<file path="config.mk">
export PLATFORM = sky130hd
export DESIGN_NAME = fifo_wr_arbiter_flat
export DESIGN_NICKNAME = d
export VERILOG_FILES = /design/src/rtl/fifo_arb_pkg.sv /design/src/rtl/fifo_wr_arbiter_if.sv /design/src/rtl/fifo_wr_arbiter_rr_pick.sv /design/src/rtl/fifo_wr_arbiter.sv /design/src/flat_wrapper.sv
export SDC_FILE = /design/constraint.sdc
export NUM_CORES = 1
export LEC_CHECK = 0
export ABC_AREA = 1
export BUFFER_PORTS_ARGS = -buffer_cell sky130_fd_sc_hd__buf_2
export CAP_MARGIN = 20
export CORE_AREA = 2 2 53 55
export DETAILED_ROUTE_END_ITERATION = 8
export DIE_AREA = 0 0 55 57
export PLACE_DENSITY = 0.8
export REMOVE_ABC_BUFFERS = 1
export SYNTH_ARGS = -nofsm -noshare
export SYNTH_HDL_FRONTEND = slang
export SYNTH_HIERARCHICAL = 1
export SYNTH_SLANG_ARGS = --single-unit
</file>
<file path="constraint.sdc">
create_clock -name clk -period 1.7 [get_ports clk]
set_clock_uncertainty 0.15 [all_clocks]
set_input_delay 0.255 -clock clk [delete_from_list [all_inputs] [get_ports clk]]
set_output_delay 0.255 -clock clk [all_outputs]
set_load 0.02 [all_outputs]
</file>
<file path="src/rtl/fifo_arb_pkg.sv">
// Shared types and default sizing for the FIFO write arbiter.
package fifo_arb_pkg;

  localparam int DEF_WIDTH = 8;
  localparam int DEF_NREQ  = 4;
  localparam int DEF_BURST = 4;

  typedef enum logic {
    IDLE  = 1'b0,
    BURST = 1'b1
  } state_e;

endpackage

</file>
<file path="src/rtl/fifo_wr_arbiter_if.sv">
// Requester/FIFO side bus of the write arbiter: request vector, data, grants and FIFO write port.
interface fifo_wr_arbiter_if #(
  parameter int WIDTH = fifo_arb_pkg::DEF_WIDTH,
  parameter int NREQ  = fifo_arb_pkg::DEF_NREQ
);

  localparam int OW = $clog2(NREQ);

  logic [NREQ-1:0]       req;
  logic [NREQ*WIDTH-1:0] req_data;
  logic [NREQ-1:0]       gnt;
  logic                  fifo_full;
  logic                  fifo_wr_en;
  logic [WIDTH-1:0]      fifo_write_data;
  logic [OW-1:0]         owner;
  logic                  busy;

  // master is the arbiter; slave is the requesters plus the downstream FIFO.
  modport master (
    input  req, req_data, fifo_full,
    output gnt, fifo_wr_en, fifo_write_data, owner, busy
  );

  modport slave (
    output req, req_data, fifo_full,
    input  gnt, fifo_wr_en, fifo_write_data, owner, busy
  );

endinterface

</file>
<file path="src/rtl/fifo_wr_arbiter_rr_pick.sv">
// Round-robin picker: first requester with req high, searching upward from last_owner+1 (mod NREQ).
module rr_pick #(
  parameter int NREQ = 4
) (
  input  logic [NREQ-1:0]         req,
  input  logic [$clog2(NREQ)-1:0] last_owner,
  output logic                    valid,
  output logic [$clog2(NREQ)-1:0] index
);

  localparam int OW = $clog2(NREQ);

  always_comb begin
    // NOTE: every combinational output gets a default before any branch, so no path leaves it unassigned and no latch is inferred.
    valid = 1'b0;
    index = '0;
    for (int i = 1; i <= NREQ; i++) begin
      if (!valid && req[(int'(last_owner) + i) % NREQ]) begin
        valid = 1'b1;
        index = OW'((int'(last_owner) + i) % NREQ);
      end
    end
  end

endmodule

</file>
<file path="src/rtl/fifo_wr_arbiter.sv">
// Round-robin, burst-limited arbiter writing one requester's words straight into a FIFO (zero latency, no buffering).
module fifo_wr_arbiter #(
  parameter int WIDTH = fifo_arb_pkg::DEF_WIDTH,
  parameter int NREQ  = fifo_arb_pkg::DEF_NREQ,
  parameter int BURST = fifo_arb_pkg::DEF_BURST
) (
  input logic                clk,
  input logic                reset,
  fifo_wr_arbiter_if.master  bus
);

  localparam int              OW         = $clog2(NREQ);
  localparam int              CW         = $clog2(BURST + 1);
  localparam logic [CW-1:0]   COUNT_LAST = CW'(BURST - 1);
  localparam logic [OW-1:0]   OWNER_INIT = OW'(NREQ - 1);

  // The parameter BURST shadows the enum literal, so states are package-qualified.
  fifo_arb_pkg::state_e state_q, state_d;
  logic [CW-1:0]        count_q, count_d;
  logic [OW-1:0]        owner_q, owner_d;
  logic [OW-1:0]        last_owner_q, last_owner_d;

  logic                 pick_valid;
  logic [OW-1:0]        pick_index;
  logic                 accept;
  logic [NREQ-1:0]      gnt;

  rr_pick #(.NREQ(NREQ)) u_rr_pick (
    .req        (bus.req),
    .last_owner (last_owner_q),
    .valid      (pick_valid),
    .index      (pick_index)
  );

  always_comb begin
    state_d      = state_q;
    count_d      = count_q;
    owner_d      = owner_q;
    last_owner_d = last_owner_q;
    accept       = 1'b0;
    gnt          = '0;

    unique case (state_q)
      fifo_arb_pkg::IDLE: begin
        if (pick_valid) begin
          owner_d = pick_index;
          count_d = '0;
          state_d = fifo_arb_pkg::BURST;
        end
      end
      fifo_arb_pkg::BURST: begin
        accept       = bus.req[owner_q] & ~bus.fifo_full;
        gnt[owner_q] = accept;
        // A full FIFO only stalls the tenure; a withdrawn request ends it.
        if (!bus.req[owner_q] || (accept && count_q == COUNT_LAST)) begin
          state_d      = fifo_arb_pkg::IDLE;
          count_d      = '0;
          last_owner_d = owner_q;
        end else if (accept) begin
          count_d = count_q + 1'b1;
        end
      end
      default: state_d = fifo_arb_pkg::IDLE;
    endcase

    if (reset) begin
      gnt = '0;
    end
  end

  always_ff @(posedge clk) begin
    // NOTE: state registers use non-blocking assignments so every flop samples pre-edge values; reset is synchronous here.
    if (reset) begin
      state_q      <= fifo_arb_pkg::IDLE;
      count_q      <= '0;
      owner_q      <= '0;
      last_owner_q <= OWNER_INIT;
    end else begin
      state_q      <= state_d;
      count_q      <= count_d;
      owner_q      <= owner_d;
      last_owner_q <= last_owner_d;
    end
  end

  assign bus.gnt             = gnt;
  assign bus.fifo_wr_en      = |gnt;
  assign bus.fifo_write_data = bus.req_data[int'(owner_q)*WIDTH +: WIDTH];
  assign bus.owner           = owner_q;
  assign bus.busy            = (state_q == fifo_arb_pkg::BURST) && !reset;

endmodule

</file>
<file path="src/flat_wrapper.sv">
// flat-port wrapper written by rule: the top's interface ports become plain ports
module fifo_wr_arbiter_flat 
#(
  parameter int WIDTH = fifo_arb_pkg::DEF_WIDTH,
  parameter int NREQ  = fifo_arb_pkg::DEF_NREQ,
  parameter int BURST = fifo_arb_pkg::DEF_BURST
)
  (clk, reset, bus_req, bus_req_data, bus_fifo_full, bus_gnt, bus_fifo_wr_en, bus_fifo_write_data, bus_owner, bus_busy);
  fifo_wr_arbiter_if #(.WIDTH(WIDTH), .NREQ(NREQ)) bus_i ();
  input logic clk;
  input logic reset;
  input wire logic [$bits(bus_i.req)-1:0] bus_req;
  input wire logic [$bits(bus_i.req_data)-1:0] bus_req_data;
  input wire logic [$bits(bus_i.fifo_full)-1:0] bus_fifo_full;
  output wire logic [$bits(bus_i.gnt)-1:0] bus_gnt;
  output wire logic [$bits(bus_i.fifo_wr_en)-1:0] bus_fifo_wr_en;
  output wire logic [$bits(bus_i.fifo_write_data)-1:0] bus_fifo_write_data;
  output wire logic [$bits(bus_i.owner)-1:0] bus_owner;
  output wire logic [$bits(bus_i.busy)-1:0] bus_busy;
  assign bus_i.req = bus_req;
  assign bus_i.req_data = bus_req_data;
  assign bus_i.fifo_full = bus_fifo_full;
  assign bus_gnt = bus_i.gnt;
  assign bus_fifo_wr_en = bus_i.fifo_wr_en;
  assign bus_fifo_write_data = bus_i.fifo_write_data;
  assign bus_owner = bus_i.owner;
  assign bus_busy = bus_i.busy;
  fifo_wr_arbiter #(.WIDTH(WIDTH), .NREQ(NREQ), .BURST(BURST)) u_core (.clk(clk), .reset(reset), .bus(bus_i));
endmodule
</file>
==> metrics.md <==
| Metric | Value |
|---|---|
| Overall Global Routing Usage | `between 10% and 20%` |
| CP Class | `flop to output port` |
| Starting Density | `~37%` |
| Sequential area share after synthesis | `roughly 17%` |
| RSZ-0062 raised after global routing | `yes` |
| Worst-path cell chain | `inv_4 > nand2_1 > nand2_1 > nand2_2 > nand2_4 > nand3_4 > nor3_2 > buf_4` |
| Fraction of layout instances using a drive strength above 1 | `around half` |
| Final Slew Violations | `0` |
| WHS Endpoint | `u_core/state_q` |
| Status | `finished with violations` |
| Max-cap violations | `0` |
| WP data required | `between 1 and 1.5 ns` |
| Global placement routability congestion | `approximately 0.89` |
| CTS H-tree depth | `1` |
| Post-synth EDFFs | `0` |
| Final nets | `272` |
| Ys async rst share | `0%` |
| Hold WS | `0.04704 ns` |
| Post-route minimum period | `~1.7 ns` |
| Synthesis-stage register bit count | `8` |
| Final setup TNS | `-0.03758 ns` |
| DR vias | `between 1,000 and 1,500` |
| Worst skew pair latency | `0.25 ns` |
| Clk sinks | `8` |
| Initial antenna violation count | `0` |
| Drt drc | `0` |
| Slew HR | `80.63%` |
| Detailed Place HPWL | `between 2000 and 2500 um` |
| Warnings from Yosys | `6` |
| Cell row count | `19` |
| Post-synth cell types | `22` |
| Post-route clock period utilization | `102.2%` |
| Top-Level Pins | `55` |
| Worst-path cell with the longest stage delay | `dfxtp_4` |
| Hold Violations, Final | `0` |
| Top-area cell type share of the netlist area | `between 15 and 20%` |
| Largest cells by area after synthesis | `nand3_1, dfxtp_1, nand2_1` |
| Ant diodes | `0` |
| Post-route cell area | `1495 um^2` |
| # setup viols final | `1` |
| HP Class | `primary input to flop` |
| R2R Path End | `u_core/count_q[0]` |
| CP max stage delay | `between 0.3 and 0.4 ns` |
| Die Width | `55 um` |
| Antenna Nets Post-Route | `0` |
| Worst-Margin Slew | `between 0.2 and 0.3 ns` |
| HP Start | `reset` |
| CTS buffer count | `3` |
| Worst IR Drop VDD | `1.010 mV` |
| Die area | `3135 um^2` |
| Fin util | `roughly 57%` |
| Reg-to-Reg Start | `u_core/last_owner_q[0]` |
| Area leader, netlist | `nand3_1` |
| Clk buf depth | `2` |
| Pwr dens | `1664 nW/um^2` |
| Top post-synthesis cells by count | `nand2_1, nand3_1, inv_1` |
| First-pass DRT Iterations | `4` |
| Most numerous cell in the Yosys netlist | `nand2_1` |
| FILL cells | `between 200 and 300` |
| Initial DRC Count | `40` |
| Top_reg_cell synth | `dfxtp_1` |
| Mapped Avg Cell Area | `roughly 6 um^2` |
| Area grow syn2layout | `56.00%` |
| Vert. Die Dim | `roughly 57 um` |
| Gr ovfl total | `0` |
| Non-filler cells, final | `260` |
| CP arrival | `1.33 ns` |
| Setup crit start kind | `flop` |
| Mean routed wirelength per cell | `11.29 um` |
| Critical Path Most Common Cell | `nand2_1` |
| Placed cell areas | `around 1400 um^2` |
| Core Region | `between 2000 and 3000 um^2` |
| First-pass GRT wire length | `around 4200 um` |
| Post-Synthesis Cells | `around 160` |
| Leakage dissipation | `~0.80 nW` |
| Fmax | `between 500 and 600 MHz` |
| R2R depth | `12` |
| Total wire length | `2935 um` |
| TritonCTS clock tree | `built` |
| Mapped cell area | `958.4 um^2` |
| DR vias/cell | `between 5 and 6` |
| Failing checks | `negative setup slack` |
| Largest net degree at the start of global routing | `18` |
| Vias in the first global route | `between 1,000 and 1,500` |
| Clk root buf | `clkbuf_4` |
| Final WS setup | `-0.03758 ns` |
| FF-to-FF setup slack | `0.07 ns` |
| Dpl cells | `255` |
| Worst-path clk slew | `about 0.060 ns` |
| IO buf count | `54` |
| Hold Crit Depth | `2` |
| Crit. End Element | `output port` |
| CP max FO | `6` |
-- per-layer routing --
metal  global-route usage, %  vias to the layer above  wire length [um]
met2                   32.48                       56              1436
met4                   6.969                        0                16
met5                       0                        -                 0
li1                        -                      684                 -
met3                   2.094                        2               298
met1                   19.26                      583              1183
-- metrics by stage --
stage / power (mW) / setup WS [ns]
after detailed placement: 2.156 / -0.07694
after global placement: 2.142 / -0.02809
final: 2.489 / -0.03758
after floorplan: 1.534 / -0.3498
after CTS: 2.391 / -0.05752
after global routing: 2.714 / -0.1181
-- layout by cell type (no fill, tap or decap), drive strengths merged, types with 2 or more instances in the layout --
cell and n:
buf 73, nand2 55, nand3 34, inv 17, nor2 8, a22oi 8, dfxtp 8, nand4 7
a21oi 5, clkbuf 3, nor3 3, o21ai 2, o211ai 2, ha 2
-- final cells by class --
class | instances | area (um^2) | area share, %
Inverter | 17 | 76.32 | 5.105
Timing Repair Buffer | 73 | 425.4 | 28.45
Clock buffer | 3 | 22.52 | 1.506
Sequential cell | 8 | 171.4 | 11.46
Tap cell | 31 | 38.79 | 2.594
Multi-Input combinational cell | 128 | 760.7 | 50.88
-- power breakdown --
part	switching (mW)	leakage, nW	total [mW]	internal, mW
clock	0.0631	0.0138	0.144	0.0807
sequential	0.0887	0.0674	0.369	0.280
combinational	1.18	0.720	1.98	0.797
-- cell families (layout without fill, tap and decap cells) --
kind of cell | Yosys count | count (layout) | share of synthesized area, %
AND/OR/NAND/NOR | 108 | 108 | 58.22
buffers and inverters | 22 | 93 | 10.18
AO/OA/AOI/OAI | 18 | 18 | 12.27
flip-flops | 8 | 8 | 16.71
adder cells (fa/ha/maj) | 2 | 2 | 2.611
-- worst max-delay path by stage --
stage	from	endpoint	depth (start not counted)
CTS	u_core/bus.owner[0]	bus_gnt[0]	8
finish	u_core/bus.owner[0]	bus_gnt[0]	8
detailed placement	u_core/last_owner_q[0]	u_core/count_q[0]	12
floorplan	u_core/bus.owner[0]	bus_gnt[0]	6
global route	u_core/bus.owner[0]	bus_gnt[0]	8
global placement	u_core/last_owner_q[0]	u_core/count_q[1]	12
-- critical path, delay by kind of cell, from the launching register on --
kind	cells	cell delay [ns]
flops	1	0.37
buf+inv	2	0.22
simple gates	6	0.49
-- sequential cells by signal, indices dropped and copies added (netlist names) --
name	count
u_core/count_q	3
u_core/bus.owner	2
u_core/last_owner_q	2
u_core/state_q	1
-- timing repair --
action,CTS,global route
resized for setup,16,16
hold buffers,0,0
pin swaps,2,4
setup endpoints to repair,19,18
setup buffers,1,1
Note: power is estimated with default switching activity, not from simulation.
